## src/rtl/latmon_pkg.sv

```systemverilog
// latmon_pkg
// Shared constants and types for the multi-channel latency monitor.
//   LATMON_CNT_W   default timestamp / latency width
//   LATMON_DEPTH   default outstanding starts per channel
//   LATMON_ERR_W   width of the dropped / orphan error counters
//   LATMON_SUM_XW  extra headroom bits of the optional latency accumulator
//   latmon_stats_t per-channel statistics record at the default width
// Optional feature macro: LATMON_SUM_EN (adds the latency accumulator).
package latmon_pkg;

    localparam int LATMON_CNT_W  = 16;
    localparam int LATMON_DEPTH  = 8;
    localparam int LATMON_ERR_W  = 8;
    localparam int LATMON_SUM_XW = 16;

    typedef struct packed {
        logic [LATMON_CNT_W-1:0]               last;
        logic [LATMON_CNT_W-1:0]               min;
        logic [LATMON_CNT_W-1:0]               max;
        logic [LATMON_CNT_W-1:0]               n_samples;
        logic [LATMON_ERR_W-1:0]               n_dropped;
        logic [LATMON_ERR_W-1:0]               n_orphan;
`ifdef LATMON_SUM_EN
        logic [LATMON_CNT_W+LATMON_SUM_XW-1:0] sum;
`endif
    } latmon_stats_t;

endpackage

```

## src/rtl/latmon_channel.sv

```systemverilog
// latmon_channel
// One monitor channel: start/stop edge detection, a timestamp FIFO holding the
// outstanding starts, and the latency statistics of this channel.
// Ports:
//   clk, rst (async, active-low), clear (sync clear of FIFO and stats)
//   start, stop      level inputs, rising edge = one event
//   ts               shared free-running timestamp
//   sample_valid     one-cycle pulse when a latency sample is produced
//   busy             FIFO non-empty
//   lat_last/min/max, n_samples, n_dropped, n_orphan   channel statistics
//   lat_sum          saturating latency accumulator (only with LATMON_SUM_EN)
module latmon_channel
    import latmon_pkg::*;
#(
    parameter int CNT_W = LATMON_CNT_W,
    parameter int DEPTH = LATMON_DEPTH
) (
    input  logic                    clk,
    input  logic                    rst,
    input  logic                    clear,
    input  logic                    start,
    input  logic                    stop,
    input  logic [CNT_W-1:0]        ts,
    output logic                    sample_valid,
    output logic                    busy,
    output logic [CNT_W-1:0]        lat_last,
    output logic [CNT_W-1:0]        lat_min,
    output logic [CNT_W-1:0]        lat_max,
    output logic [CNT_W-1:0]        n_samples,
    output logic [LATMON_ERR_W-1:0] n_dropped,
    output logic [LATMON_ERR_W-1:0] n_orphan
`ifdef LATMON_SUM_EN
    ,
    output logic [CNT_W+LATMON_SUM_XW-1:0] lat_sum
`endif
);

    localparam int AW = $clog2(DEPTH);

    logic                    start_q_reg, stop_q_reg;
    logic [AW:0]             wr_ptr_reg, rd_ptr_reg;
    logic                    seen_reg;
    logic                    sample_valid_reg;
    logic [CNT_W-1:0]        lat_last_reg, lat_min_reg, lat_max_reg, n_samples_reg;
    logic [LATMON_ERR_W-1:0] n_dropped_reg, n_orphan_reg;
    logic [CNT_W-1:0]        mem [DEPTH];

    logic             start_ev, stop_ev, empty, full;
    logic             push, pop, take, drop_inc, orphan_inc;
    logic [CNT_W-1:0] head, lat;

    always_comb begin
        start_ev   = start & ~start_q_reg;
        stop_ev    = stop & ~stop_q_reg;
        empty      = (wr_ptr_reg == rd_ptr_reg);
        full       = (wr_ptr_reg[AW] != rd_ptr_reg[AW]) &&
                     (wr_ptr_reg[AW-1:0] == rd_ptr_reg[AW-1:0]);
        // Shallow FIFO: asynchronous head read so the pop and the latency
        // subtraction complete in the event cycle.
        head       = mem[rd_ptr_reg[AW-1:0]];
        pop        = ~clear & stop_ev & ~empty;
        // A stop meeting a start on an empty FIFO is a zero-latency sample.
        take       = ~clear & stop_ev & (~empty | start_ev);
        // A same-cycle pop frees the slot, so a full FIFO still accepts.
        push       = ~clear & start_ev & ~(stop_ev & empty) & (~full | stop_ev);
        drop_inc   = ~clear & start_ev & full & ~stop_ev;
        orphan_inc = ~clear & stop_ev & empty & ~start_ev;
        lat        = pop ? (ts - head) : '0;
    end

    always_ff @(posedge clk) begin
        if (push) begin
            mem[wr_ptr_reg[AW-1:0]] <= ts;
        end
    end

    always_ff @(posedge clk or negedge rst) begin
        if (!rst) begin
            start_q_reg      <= 1'b0;
            stop_q_reg       <= 1'b0;
            wr_ptr_reg       <= '0;
            rd_ptr_reg       <= '0;
            seen_reg         <= 1'b0;
            sample_valid_reg <= 1'b0;
            lat_last_reg     <= '0;
            lat_min_reg      <= '0;
            lat_max_reg      <= '0;
            n_samples_reg    <= '0;
            n_dropped_reg    <= '0;
            n_orphan_reg     <= '0;
        end else begin
            // Edge registers keep tracking through clear so no spurious
            // event appears when clear drops.
            start_q_reg <= start;
            stop_q_reg  <= stop;
            if (clear) begin
                wr_ptr_reg       <= '0;
                rd_ptr_reg       <= '0;
                seen_reg         <= 1'b0;
                sample_valid_reg <= 1'b0;
                lat_last_reg     <= '0;
                lat_min_reg      <= '0;
                lat_max_reg      <= '0;
                n_samples_reg    <= '0;
                n_dropped_reg    <= '0;
                n_orphan_reg     <= '0;
            end else begin
                sample_valid_reg <= take;
                if (push) wr_ptr_reg <= wr_ptr_reg + 1'b1;
                if (pop)  rd_ptr_reg <= rd_ptr_reg + 1'b1;
                if (drop_inc && (n_dropped_reg != '1)) n_dropped_reg <= n_dropped_reg + 1'b1;
                if (orphan_inc && (n_orphan_reg != '1)) n_orphan_reg <= n_orphan_reg + 1'b1;
                if (take) begin
                    lat_last_reg <= lat;
                    if (!seen_reg || (lat < lat_min_reg)) lat_min_reg <= lat;
                    if (!seen_reg || (lat > lat_max_reg)) lat_max_reg <= lat;
                    seen_reg <= 1'b1;
                    if (n_samples_reg != '1) n_samples_reg <= n_samples_reg + 1'b1;
                end
            end
        end
    end

`ifdef LATMON_SUM_EN
    logic [CNT_W+LATMON_SUM_XW-1:0] lat_sum_reg;
    logic [CNT_W+LATMON_SUM_XW:0]   sum_next;

    always_comb begin
        sum_next = {1'b0, lat_sum_reg} + (CNT_W+LATMON_SUM_XW+1)'(lat);
    end

    always_ff @(posedge clk or negedge rst) begin
        if (!rst) begin
            lat_sum_reg <= '0;
        end else if (clear) begin
            lat_sum_reg <= '0;
        end else if (take) begin
            lat_sum_reg <= sum_next[CNT_W+LATMON_SUM_XW] ? '1
                                                         : sum_next[CNT_W+LATMON_SUM_XW-1:0];
        end
    end

    assign lat_sum = lat_sum_reg;
`endif

    assign sample_valid = sample_valid_reg;
    assign busy         = ~empty;
    assign lat_last     = lat_last_reg;
    assign lat_min      = lat_min_reg;
    assign lat_max      = lat_max_reg;
    assign n_samples    = n_samples_reg;
    assign n_dropped    = n_dropped_reg;
    assign n_orphan     = n_orphan_reg;

endmodule

```

## src/rtl/latency_monitor.sv

```systemverilog
// latency_monitor
// Multi-channel trigger-to-response latency monitor. Each channel timestamps
// start edges and matches every stop edge to the oldest outstanding start.
// Ports:
//   clk, rst (async, active-low), clear (sync clear of FIFOs and statistics)
//   start[NCH], stop[NCH]   per-channel level inputs, rising edge = event
//   sel                     readback channel select (registered mux, 1 cycle)
//   sample_valid[NCH]       per-channel sample pulse
//   lat_last/min/max, n_samples, n_dropped, n_orphan   stats of channel sel
//   lat_sum                 latency accumulator of channel sel (LATMON_SUM_EN)
//   busy[NCH]               per-channel FIFO non-empty
// Optional feature macro: LATMON_SUM_EN.
module latency_monitor
    import latmon_pkg::*;
#(
    parameter int  NCH   = 4,
    parameter int  CNT_W = LATMON_CNT_W,
    parameter int  DEPTH = LATMON_DEPTH,
    localparam int SEL_W = (NCH > 1) ? $clog2(NCH) : 1
) (
    input  logic                    clk,
    input  logic                    rst,
    input  logic                    clear,
    input  logic [NCH-1:0]          start,
    input  logic [NCH-1:0]          stop,
    input  logic [SEL_W-1:0]        sel,
    output logic [NCH-1:0]          sample_valid,
    output logic [CNT_W-1:0]        lat_last,
    output logic [CNT_W-1:0]        lat_min,
    output logic [CNT_W-1:0]        lat_max,
    output logic [CNT_W-1:0]        n_samples,
    output logic [LATMON_ERR_W-1:0] n_dropped,
    output logic [LATMON_ERR_W-1:0] n_orphan,
`ifdef LATMON_SUM_EN
    output logic [CNT_W+LATMON_SUM_XW-1:0] lat_sum,
`endif
    output logic [NCH-1:0]          busy
);

    logic [CNT_W-1:0]        ts_reg;
    logic [CNT_W-1:0]        ch_last [NCH];
    logic [CNT_W-1:0]        ch_min [NCH];
    logic [CNT_W-1:0]        ch_max [NCH];
    logic [CNT_W-1:0]        ch_samples [NCH];
    logic [LATMON_ERR_W-1:0] ch_dropped [NCH];
    logic [LATMON_ERR_W-1:0] ch_orphan [NCH];

    // Shared timestamp; clear leaves it running.
    always_ff @(posedge clk or negedge rst) begin
        if (!rst) ts_reg <= '0;
        else      ts_reg <= ts_reg + 1'b1;
    end

`ifdef LATMON_SUM_EN
    logic [CNT_W+LATMON_SUM_XW-1:0] ch_sum [NCH];
    logic [CNT_W+LATMON_SUM_XW-1:0] lat_sum_reg;
`endif

    generate
        for (genvar gi = 0; gi < NCH; gi++) begin : g_ch
            latmon_channel #(
                .CNT_W (CNT_W),
                .DEPTH (DEPTH)
            ) u_ch (
                .clk          (clk),
                .rst          (rst),
                .clear        (clear),
                .start        (start[gi]),
                .stop         (stop[gi]),
                .ts           (ts_reg),
                .sample_valid (sample_valid[gi]),
                .busy         (busy[gi]),
                .lat_last     (ch_last[gi]),
                .lat_min      (ch_min[gi]),
                .lat_max      (ch_max[gi]),
                .n_samples    (ch_samples[gi]),
                .n_dropped    (ch_dropped[gi]),
                .n_orphan     (ch_orphan[gi])
`ifdef LATMON_SUM_EN
                ,
                .lat_sum      (ch_sum[gi])
`endif
            );
        end
    endgenerate

    logic [CNT_W-1:0]        lat_last_reg, lat_min_reg, lat_max_reg, n_samples_reg;
    logic [LATMON_ERR_W-1:0] n_dropped_reg, n_orphan_reg;

    // Registered readback; a select beyond NCH (non power-of-two NCH) reads 0.
    always_ff @(posedge clk or negedge rst) begin
        if (!rst) begin
            lat_last_reg  <= '0;
            lat_min_reg   <= '0;
            lat_max_reg   <= '0;
            n_samples_reg <= '0;
            n_dropped_reg <= '0;
            n_orphan_reg  <= '0;
`ifdef LATMON_SUM_EN
            lat_sum_reg   <= '0;
`endif
        end else if (int'(sel) < NCH) begin
            lat_last_reg  <= ch_last[sel];
            lat_min_reg   <= ch_min[sel];
            lat_max_reg   <= ch_max[sel];
            n_samples_reg <= ch_samples[sel];
            n_dropped_reg <= ch_dropped[sel];
            n_orphan_reg  <= ch_orphan[sel];
`ifdef LATMON_SUM_EN
            lat_sum_reg   <= ch_sum[sel];
`endif
        end else begin
            lat_last_reg  <= '0;
            lat_min_reg   <= '0;
            lat_max_reg   <= '0;
            n_samples_reg <= '0;
            n_dropped_reg <= '0;
            n_orphan_reg  <= '0;
`ifdef LATMON_SUM_EN
            lat_sum_reg   <= '0;
`endif
        end
    end

    assign lat_last  = lat_last_reg;
    assign lat_min   = lat_min_reg;
    assign lat_max   = lat_max_reg;
    assign n_samples = n_samples_reg;
    assign n_dropped = n_dropped_reg;
    assign n_orphan  = n_orphan_reg;
`ifdef LATMON_SUM_EN
    assign lat_sum   = lat_sum_reg;
`endif

endmodule

```

## config.mk

```make
export PLATFORM = sky130hd
export DESIGN_NAME = latency_monitor
export DESIGN_NICKNAME = d
export VERILOG_FILES = /design/src/rtl/latmon_pkg.sv /design/src/rtl/latmon_channel.sv /design/src/rtl/latency_monitor.sv
export SDC_FILE = /design/constraint.sdc
export NUM_CORES = 1
export LEC_CHECK = 0
export BUFFER_PORTS_ARGS = -buffer_cell sky130_fd_sc_hd__clkbuf_2
export CAP_MARGIN = 40
export CORE_ASPECT_RATIO = 0.5
export CORE_MARGIN = 5
export CORE_UTILIZATION = 57
export CTS_CLUSTER_DIAMETER = 100
export DETAILED_ROUTE_END_ITERATION = 10
export HOLD_SLACK_MARGIN = 0.08
export PLACE_DENSITY_LB_ADDON = 0.05
export RECOVER_POWER = 50
export SLEW_MARGIN = 25
export SYNTH_ARGS = -nofsm -noshare
export SYNTH_HDL_FRONTEND = slang
export SYNTH_SLANG_ARGS = --single-unit
```

## constraint.sdc

```tcl
create_clock -name clk -period 5.19 [get_ports clk]
set_input_delay 0.7785 -clock clk [delete_from_list [all_inputs] [get_ports clk]]
set_output_delay 0.7785 -clock clk [all_outputs]
set_load 0.1 [all_outputs]
```

==> run summary, run 1 <==
The flow ran to the end, but the final reports show violations. The final reports fail on capacitance limit, slew limit. Once routing completed, OpenROAD measured the worst setup slack at 0.1310 ns. At the pin with the least slew margin, the transition time is 2.688 ns. The share of the synthesized area in the top cell type came out at 0.3319. In the final routed layout, each cell accounts on average for 25.47 um.

The capturing point of the worst reg2reg path was g_ch[3].u_ch.lat_max[10]$_DFFE_PN0P_. The post-synthesis register bit count was 976; the die area was 87410 um2. The share of synthesized cell area in and, or, nand and nor gates is 0.08601, and the total power per unit cell area is 298.3 nW/um2. For this design the total switching power over the nets is 3.643 mW. Endpoint of the most critical setup path: g_ch[3].u_ch.lat_max[10]$_DFFE_PN0P_. The run gives 8 as the initial antenna violation count. After clock tree synthesis, the clock-pin slew on the worst setup and hold paths is 0.07 ns. The min-delay analysis places its worst path in the category in -> reg. Setup violations remaining at the end of the flow were counted as 0. The share of total power in sequential cells is 0.520. For the length of the first detailed-routing pass in iterations, the log shows 5.

The number of warnings printed during yosys synthesis came out at 0. For the pin count of the biggest net entering global routing, the log shows 121. TritonCTS built the clock tree. Clock share of power: 0.419. The multiplexer fraction of the synthesized cell area was 0.1486. The highest cell delay on the worst timing path is 0.52 ns, and the synthesis-to-finish area growth is 14.24%. Sorting the synthesized cells by area gives the leading types as edfxtp_1, dfrtp_1, mux4_2, ha_1, mux2_2. The number of global-route vias before repair was 28800; the top achievable clock speed was 197.7 MHz. The H-tree generated during clock tree synthesis spans 3 levels. Across the VDD grid, the largest voltage drop is 0.2341 mV.

Fraction of the yosys area taken by sequential cells: 0.5826. The critical path goes through buf_12 -> mux4_2 -> mux2i_2 -> ha_1 -> o211ai_1 -> a21oi_1 -> o22a_1 -> a21oi_1 -> mux2i_1 -> buf_4 -> ha_1 -> and4_1 -> nand3_1 -> nor4_2 -> a311o_1 -> buf_4 -> mux2_2. For the final number of hold-violating endpoints, the log shows 0.

The floorplan has 73 rows. The arrival time at the worst endpoint was 5.62 ns; the maximum count of clock buffers along a single path was 3. The largest total area in the synthesized netlist belongs to edfxtp_1. The final weighted congestion in routability-driven placement came out at 0.9646.

The tools report the total track usage as 0.2815. The critical path is of the reg -> reg type. The minimum setup slack after placement is -0.09962 ns, and the die outline height is 211.6 um. The routed design could run at a clock period as short as 5.059 ns.

The first routing iteration left 2788 violations. By instance count, the leading cell after synthesis is edfxtp_1. The commonest cells after synthesis are edfxtp_1, dfrtp_1, nor2_1, ha_1, mux4_2.

The number of port buffers was 100; the number of instances in the synthesized netlist was 3308. The post-route DRC violation count came out at 0. The worst register-to-register path has a depth of 17.

Clock network latency to the later pin of the worst-skew pair: 0.69 ns. The logs give 80010 um2 for the placeable core area and 182900 um for the global-route wire length before repair. The clock skew was 0.02532 ns. The routed layout has 29010 vias.

The starting density of the core came out at 0.5789. The fraction of power consumed by combinational cells is 0.061. Internal cell power: 12.14 mW.

The synthesized-area fraction occupied by ao, oa, aoi and oai cells works out to 0.06340. At the end of the flow, the number of nets in the layout was 3846. The total count of max-transition violations in the final report is 496, and the post-synthesis instance area is 46320 um2.

The synthesized-area fraction occupied by xor and xnor cells was 0.03590. The share of the cycle needed by the critical path after routing was 0.9748. Of all nets on the critical path, the largest fanout is 10. The worst setup path is captured at a register. After global routing the overflow that remains totals 0. In this run the register-to-register setup slack is 0.13 ns. At the worst endpoint, the required time is 5.76 ns.

The detail-routed via count per cell works out to 6.065. Counting flops with a built-in enable in the synthesized netlist gives 512. The dominant register cell in the synthesized netlist is edfxtp_1. The clock sink total was 976; the count of unique library cells instantiated by Yosys was 83. Once detail routing completed, the nets flagged for antenna violations numbered 0. Summed over all failing endpoints, the final setup total negative slack is 0 ns. The most critical setup path has its startpoint at g_ch[3].u_ch.rd_ptr_reg[0]$_DFFE_PN0P_.

The logs give 15.79 mW for the overall power of the completed layout and 21.74 nW for the leakage power total. Summed over all layers, the routed wires come to 121800 um. The fraction of layout instances using a drive strength above 1 came out at 0.2410. The master of the slowest instance on the critical path is mux4_2. Setup repair after global routing could not meet its margin everywhere.

After legalization and detailed placement, the total HPWL measured 86320 um. Buffers inserted during clock tree synthesis total 85. The flip-flop count of the largest register after layout was 512; the count of pins on the block boundary was 101.

The tool flagged a number of max-cap violations equal to 8. The die is 413.1 um wide. The adder-cell share of the synthesized area works out to 0.05818. The root buffer cell chosen for the clock tree is clkbuf_16.

When the netlist entered floorplanning its net count stood at 3534. The launch point of the worst reg-to-reg path was g_ch[3].u_ch.rd_ptr_reg[0]$_DFFE_PN0P_. Relative max-transition margin: -0.7921.

STA classifies the critical path startpoint as a register. The largest family of logic cells by synthesized area is multiplexers. The share of synthesized flip-flops with an asynchronous set or reset is 0.4754, and the average footprint of a synthesized cell is 14.00 um2.

Share of total power consumed by net switching: 0.2308.
## worst max-delay path: cells and delay by family, from the launching register on
kind	cells	cell delay, ns
AOI/OAI and AO/OA	5	0.98
adders and majority gates	2	0.48
buffers and inverters	3	0.62
DFF	1	0.47
muxes	4	1.51
and+or+nand+nor	3	0.87
## cells in the final DEF, fill, tap and decap left out, types with 12 or more instances in the layout
master / netlist / routed
a211oi_1: 15 / 13
a21o_1: 77 / 77
a21oi_1: 100 / 93
and2_1: 14 / 14
and3_1: 46 / 46
buf_12: 0 / 15
buf_4: 12 / 191
clkbuf_1: 76 / 57
clkbuf_16: 0 / 88
clkbuf_2: 0 / 93
clkinv_2: 0 / 19
dfrtp_1: 464 / 459
edfxtp_1: 512 / 512
ha_1: 209 / 208
inv_1: 154 / 154
mux2_2: 113 / 113
mux2i_1: 85 / 66
mux2i_2: 0 / 18
mux4_2: 208 / 208
nand2_1: 151 / 151
nand2b_1: 39 / 39
nand3_1: 67 / 65
nand4_1: 79 / 79
nor2_1: 238 / 234
nor2b_1: 15 / 15
nor3_1: 48 / 36
nor3_2: 1 / 12
nor4_1: 15 / 13
o211ai_1: 23 / 23
o21a_1: 25 / 25
o21ai_0: 87 / 80
o31ai_1: 16 / 15
or2_2: 12 / 12
or3_1: 27 / 27
xnor2_1: 57 / 56
xor2_1: 131 / 129
## area by class of cell
class | count | area (um2)
sequential | 976 | 26990
antenna | 2 | 5.005
fill | 5845 | 27100
tap | 1087 | 1360
timing repair buffer | 355 | 2517
inverter | 154 | 578.1
multi-input combinational | 2048 | 18590
clock buffer | 108 | 2312
clock inverter | 52 | 558.0
## layer usage
layer	vias up	GRT usage	part of all wire
li1	13110	-	-
met4	4	0.06652	0.024
met5	-	0.01616	0.0016
met3	172	0.08731	0.091
met2	918	0.4176	0.44
met1	14810	0.4106	0.44
## logic make-up after synthesis
kind of cell	after synthesis
xor+xnor	189
flops	976
fa+ha+maj	213
mux	411
compound gates	434
simple gates	800
buf+inv	285
## power by group through the flow
stage	registers [mW]	clock network [mW]	logic, mW
2_1_floorplan	8.41	0	0.523
3_3_place_gp	8.37	0	0.914
3_5_place_dp	8.37	0	0.924
4_1_cts	8.21	6.72	0.930
5_1_grt	8.21	7.06	1.04
6_report	8.21	6.61	0.966
## worst min path at each step
stage                                               start                                     to  depth (start not counted)
floorplan            g_ch[0].u_ch.lat_last[0]$_DFFE_PN0P_   g_ch[0].u_ch.lat_last[0]$_DFFE_PN0P_                          2
global placement    g_ch[0].u_ch.lat_last[11]$_DFFE_PN0P_  g_ch[0].u_ch.lat_last[11]$_DFFE_PN0P_                          1
detailed placement   g_ch[0].u_ch.lat_last[1]$_DFFE_PN0P_   g_ch[0].u_ch.lat_last[1]$_DFFE_PN0P_                          1
CTS                                                   rst                   lat_min[6]$_DFF_PN0_                          1
global route                                     start[3]     g_ch[3].u_ch.start_q_reg$_DFF_PN0_                          1
finish                                           start[3]     g_ch[3].u_ch.start_q_reg$_DFF_PN0_                          1
## per-stage QoR
stage          cell area [um2]  hold WS, ns  cells    util
2_1_floorplan            46330       0.4412   3308       -
3_3_place_gp             49480       0.4533   4566  0.6184
3_5_place_dp             49540       0.4608   4573  0.6192
4_1_cts                  52430       0.1487   4733  0.6552
5_1_grt                  52910       0.1836   4780  0.6613
6_report                 52920       0.2176   4782  0.6614
## repair_timing
action,CTS,global route
hold buffers,0,0
buffers inserted,0,40
resized for setup,3,70
endpoints found under the setup margin,15,125
pin swaps,0,15
gates cloned,0,4
Power figures use the tool's default switching activity.
==> inputs of run 2 (changes only) <==
Settings changed: RECOVER_POWER 50 to unset.
==> run 2 against run 1 <==
The flow now finishes without violations. Critical path depth unchanged. Fmax down 0.52%. Combinational power up 0.8%. Sequential share of layout area down 0.21 points. Hold slack worse by 0.069 ns. Wire length about the same. Cell area up 0.41%. Critical path type unchanged.
==> run summary, run 2 (synthesis gave the netlist of run 1 again) <==
The logs give 121 (unchanged) for the pin count of the biggest net entering global routing and 3846 (unchanged) for the number of nets at the end of the flow. The minimum setup slack after placement is -0.09962 ns (unchanged). The clock transition time at the flip-flop clock pins of the worst setup and hold paths works out to 0.07 ns (about the same).

Worst supply voltage drop on vdd: 0.2337 mV (-0.17%). The total count of max-transition violations in the final report came out at 0 (-100%). The leakage power total is 21.94 nW (+0.89%), and the synthesis-to-finish area growth is 14.71%. The tools report the detailed router's first-iteration violation count as 2696 (-3.3%). The relative max-transition margin is 0.3809 (+1.173), and the number of buffers and inverters on the critical path is 2 (-1).

The total power per unit cell area was 297.2 nW/um2 (-0.37%); the fraction of layout instances using a drive strength above 1 was 0.2529 (+0.01191). Walking the worst path, the cells encountered are buf_12 -> buf_4 -> mux4_2 -> mux2i_1 -> ha_1 -> a21o_1 -> or4_1 -> o22ai_2 -> mux2i_1 -> nor2_2 -> ha_1 -> nand2_1 -> nor4_1 -> o31ai_1 -> o211ai_1 -> o21ba_4 -> mux2_2. The fraction of power consumed by combinational cells is 0.062 (about the same), and the clock network latency to the later pin of the worst-skew pair is 0.69 ns (about the same). For the total length of routed wires, the log shows 121900 um (about the same).

The tools report the count of hold buffers inserted by post-cts repair as 0 (unchanged). For the final setup slack of the worst path, the log shows 0.1045 ns (-0.02650 ns). For the total number of vias, the log shows 29160 (+0.52%). The worst-case hold slack is 0.1483 ns (-0.06927 ns).

The max-cap check violation count was 0 (-8). The worst setup path is launched from a register. The logs give 87410 um2 (unchanged) for the die area and 80010 um2 (unchanged) for the placeable core area. The CTS buffer count is 85 (unchanged). The mean routed wirelength per cell is 25.48 um (about the same), and the starting density of the core is 0.5789 (unchanged).

For the top achievable clock speed, the log shows 196.6 MHz (-0.52%). The run gives 3 (unchanged) as the maximum count of clock buffers along a single path. The tools report the post-detailed-route count of antenna-violating nets as 0 (unchanged). The time the worst path needs with I/O delays and setup was 5.085 ns (+0.02650 ns); the required time of the worst setup path was 5.75 ns (about the same). The flow ran to the end, and the final reports show no timing, DRC or antenna violations. The post-route DRC violation count is 0 (unchanged), and the share of total power in sequential cells is 0.520 (about the same). The run gives 3.643 mW (about the same) as the net switching power. The final number of hold-violating endpoints is 0 (unchanged), and the number of levels in the clock H-tree is 3 (unchanged).

The total number of placement rows is 73 (unchanged), and the length of the first detailed-routing pass in iterations is 5 (unchanged). For the remaining global-route overflow, the log shows 0 (unchanged). The detail-routed via count per cell was 6.096 (+0.50%). TritonCTS built the clock tree. STA classifies the critical path endpoint as a register.

The clock share of power was 0.418 (about the same). The slew at the pin closest to its max-slew limit is 0.9252 ns (-1.763 ns), and the die outline height is 211.6 um (unchanged). The initial antenna violation count came out at 8 (unchanged). The flip-flop count of the largest register after layout came out at 512 (unchanged). The run gives 0.2815 (unchanged) as the total track usage. The family of cells with the greatest summed delay on the critical path is multiplexers.

The critical path start-end classification is reg -> reg. The number of failing setup endpoints in the final timing report was 0 (unchanged). The global-route wire length before repair is 182900 um (unchanged), and the share of total power consumed by net switching is 0.2307 (about the same). The number of port buffers is 100 (unchanged), and the internal cell power is 12.15 mW (about the same). The arrival time at the worst endpoint is 5.65 ns (+0.03 ns).

The end-of-flow core utilization is 0.6641 (+0.002721). The largest driver fanout on the critical path is 15 (+5). Setup repair after global routing could not meet its margin everywhere. Number of global-route vias before repair: 28800 (unchanged).

The run gives 976 (unchanged) as the clock sink total. The highest cell delay on the worst timing path was 0.59 ns (+0.07 ns). In this run the worst hold path is classified as in -> async. Most frequent standard cell in the layout excluding fill and tap cells: edfxtp_1. Master of the slowest instance on the critical path: nor4_1.

The library cells used most frequently in the layout, excluding fill and tap cells, are edfxtp_1, dfrtp_1, nor2_1, buf_4. The die boundary width was 413.1 um (unchanged). The total half-perimeter wirelength after legalization and detailed placement was 86320 um (unchanged); the count of pins on the block boundary was 101 (unchanged).

The root buffer cell chosen for the clock tree is clkbuf_16. The clock skew is 0.02535 ns (+0.00003250 ns). The tools report the setup slack of the worst register-to-register path as 0.10 ns (-0.03 ns). The share of the cycle needed by the critical path after routing was 0.9799 (+0.005106). The overall power of the completed layout is 15.79 mW (about the same). Final weighted congestion in routability-driven placement: 0.9646 (unchanged).
## run 2: cell count changes in the layout (fill, tap and decap cells not counted)
cell	delta
clkbuf_2	+3
clkbuf_4	-1
clkbuf_1	-44
buf_12	+4
buf_8	+1
buf_4	+37
diode_2	+1
## run 2: worst paths after layout
| path | endpoint | cells after the start | start |
|---|---|---|---|
| min in group clk | g_ch[3].u_ch.start_q_reg$_DFF_PN0_ | 1 | start[3] |
| worst max register to register | g_ch[1].u_ch.lat_min[10]$_DFFE_PN0P_ | 17 | g_ch[1].u_ch.rd_ptr_reg[0]$_DFFE_PN0P_ |
| max in group asynchronous | g_ch[1].u_ch.rd_ptr_reg[0]$_DFFE_PN0P_ | 2 | rst |
| worst min-delay path | lat_max[3]$_DFF_PN0_ | 1 | rst |
| worst min register to register | g_ch[0].u_ch.lat_last[9]$_DFFE_PN0P_ | 1 | g_ch[0].u_ch.lat_last[9]$_DFFE_PN0P_ |
| worst max-delay path | g_ch[1].u_ch.lat_min[10]$_DFFE_PN0P_ | 17 | g_ch[1].u_ch.rd_ptr_reg[0]$_DFFE_PN0P_ |
## run 2: repair_timing
action	4_1_cts	5_1_grt
setup buffers	0	40
setup endpoints to repair	15	125
cloned	0	4
gates resized for setup	3	70
pin swaps	0	15
## run 2: layout make-up
| class | instances | area (um2) |
|---|---|---|
| antenna | 3 | 7.507 |
| clock buffer | 108 | 2312 |
| clock inverter | 52 | 558.0 |
| fill | 5802 | 26880 |
| inverter | 154 | 578.1 |
| multi-input combinational | 2048 | 18590 |
| sequential | 976 | 26990 |
| tap | 1087 | 1360 |
| timing repair buffer | 355 | 2733 |
## run 2: per-stage QoR
| stage | TNS (ns) | instances | area (um2) |
|---|---|---|---|
| CTS | 0 | 4733 | 52430 |
| finish | 0 | 4783 | 53130 |
| global route | -0.5170 | 4780 | 53130 |
| floorplan | 0 | 3308 | 46330 |
| global placement | -0.6616 | 4566 | 49480 |
| detailed placement | -1.203 | 4573 | 49540 |
## run 2: layer usage
layer | share of wire | global-route usage | routed length (um)
met1 | 0.44 | 0.4106 | 53730
met2 | 0.44 | 0.4176 | 53560
met3 | 0.092 | 0.08731 | 11240
met4 | 0.026 | 0.06652 | 3140
met5 | 0.0016 | 0.01616 | 197
## run 2: power groups by stage
stage          sequential (mW)  clock, mW  combinational [mW]
6_report                  8.21       6.61               0.974
5_1_grt                   8.21       7.06                1.05
4_1_cts                   8.21       6.72               0.930
3_5_place_dp              8.37          0               0.924
3_3_place_gp              8.37          0               0.914
2_1_floorplan             8.41          0               0.523
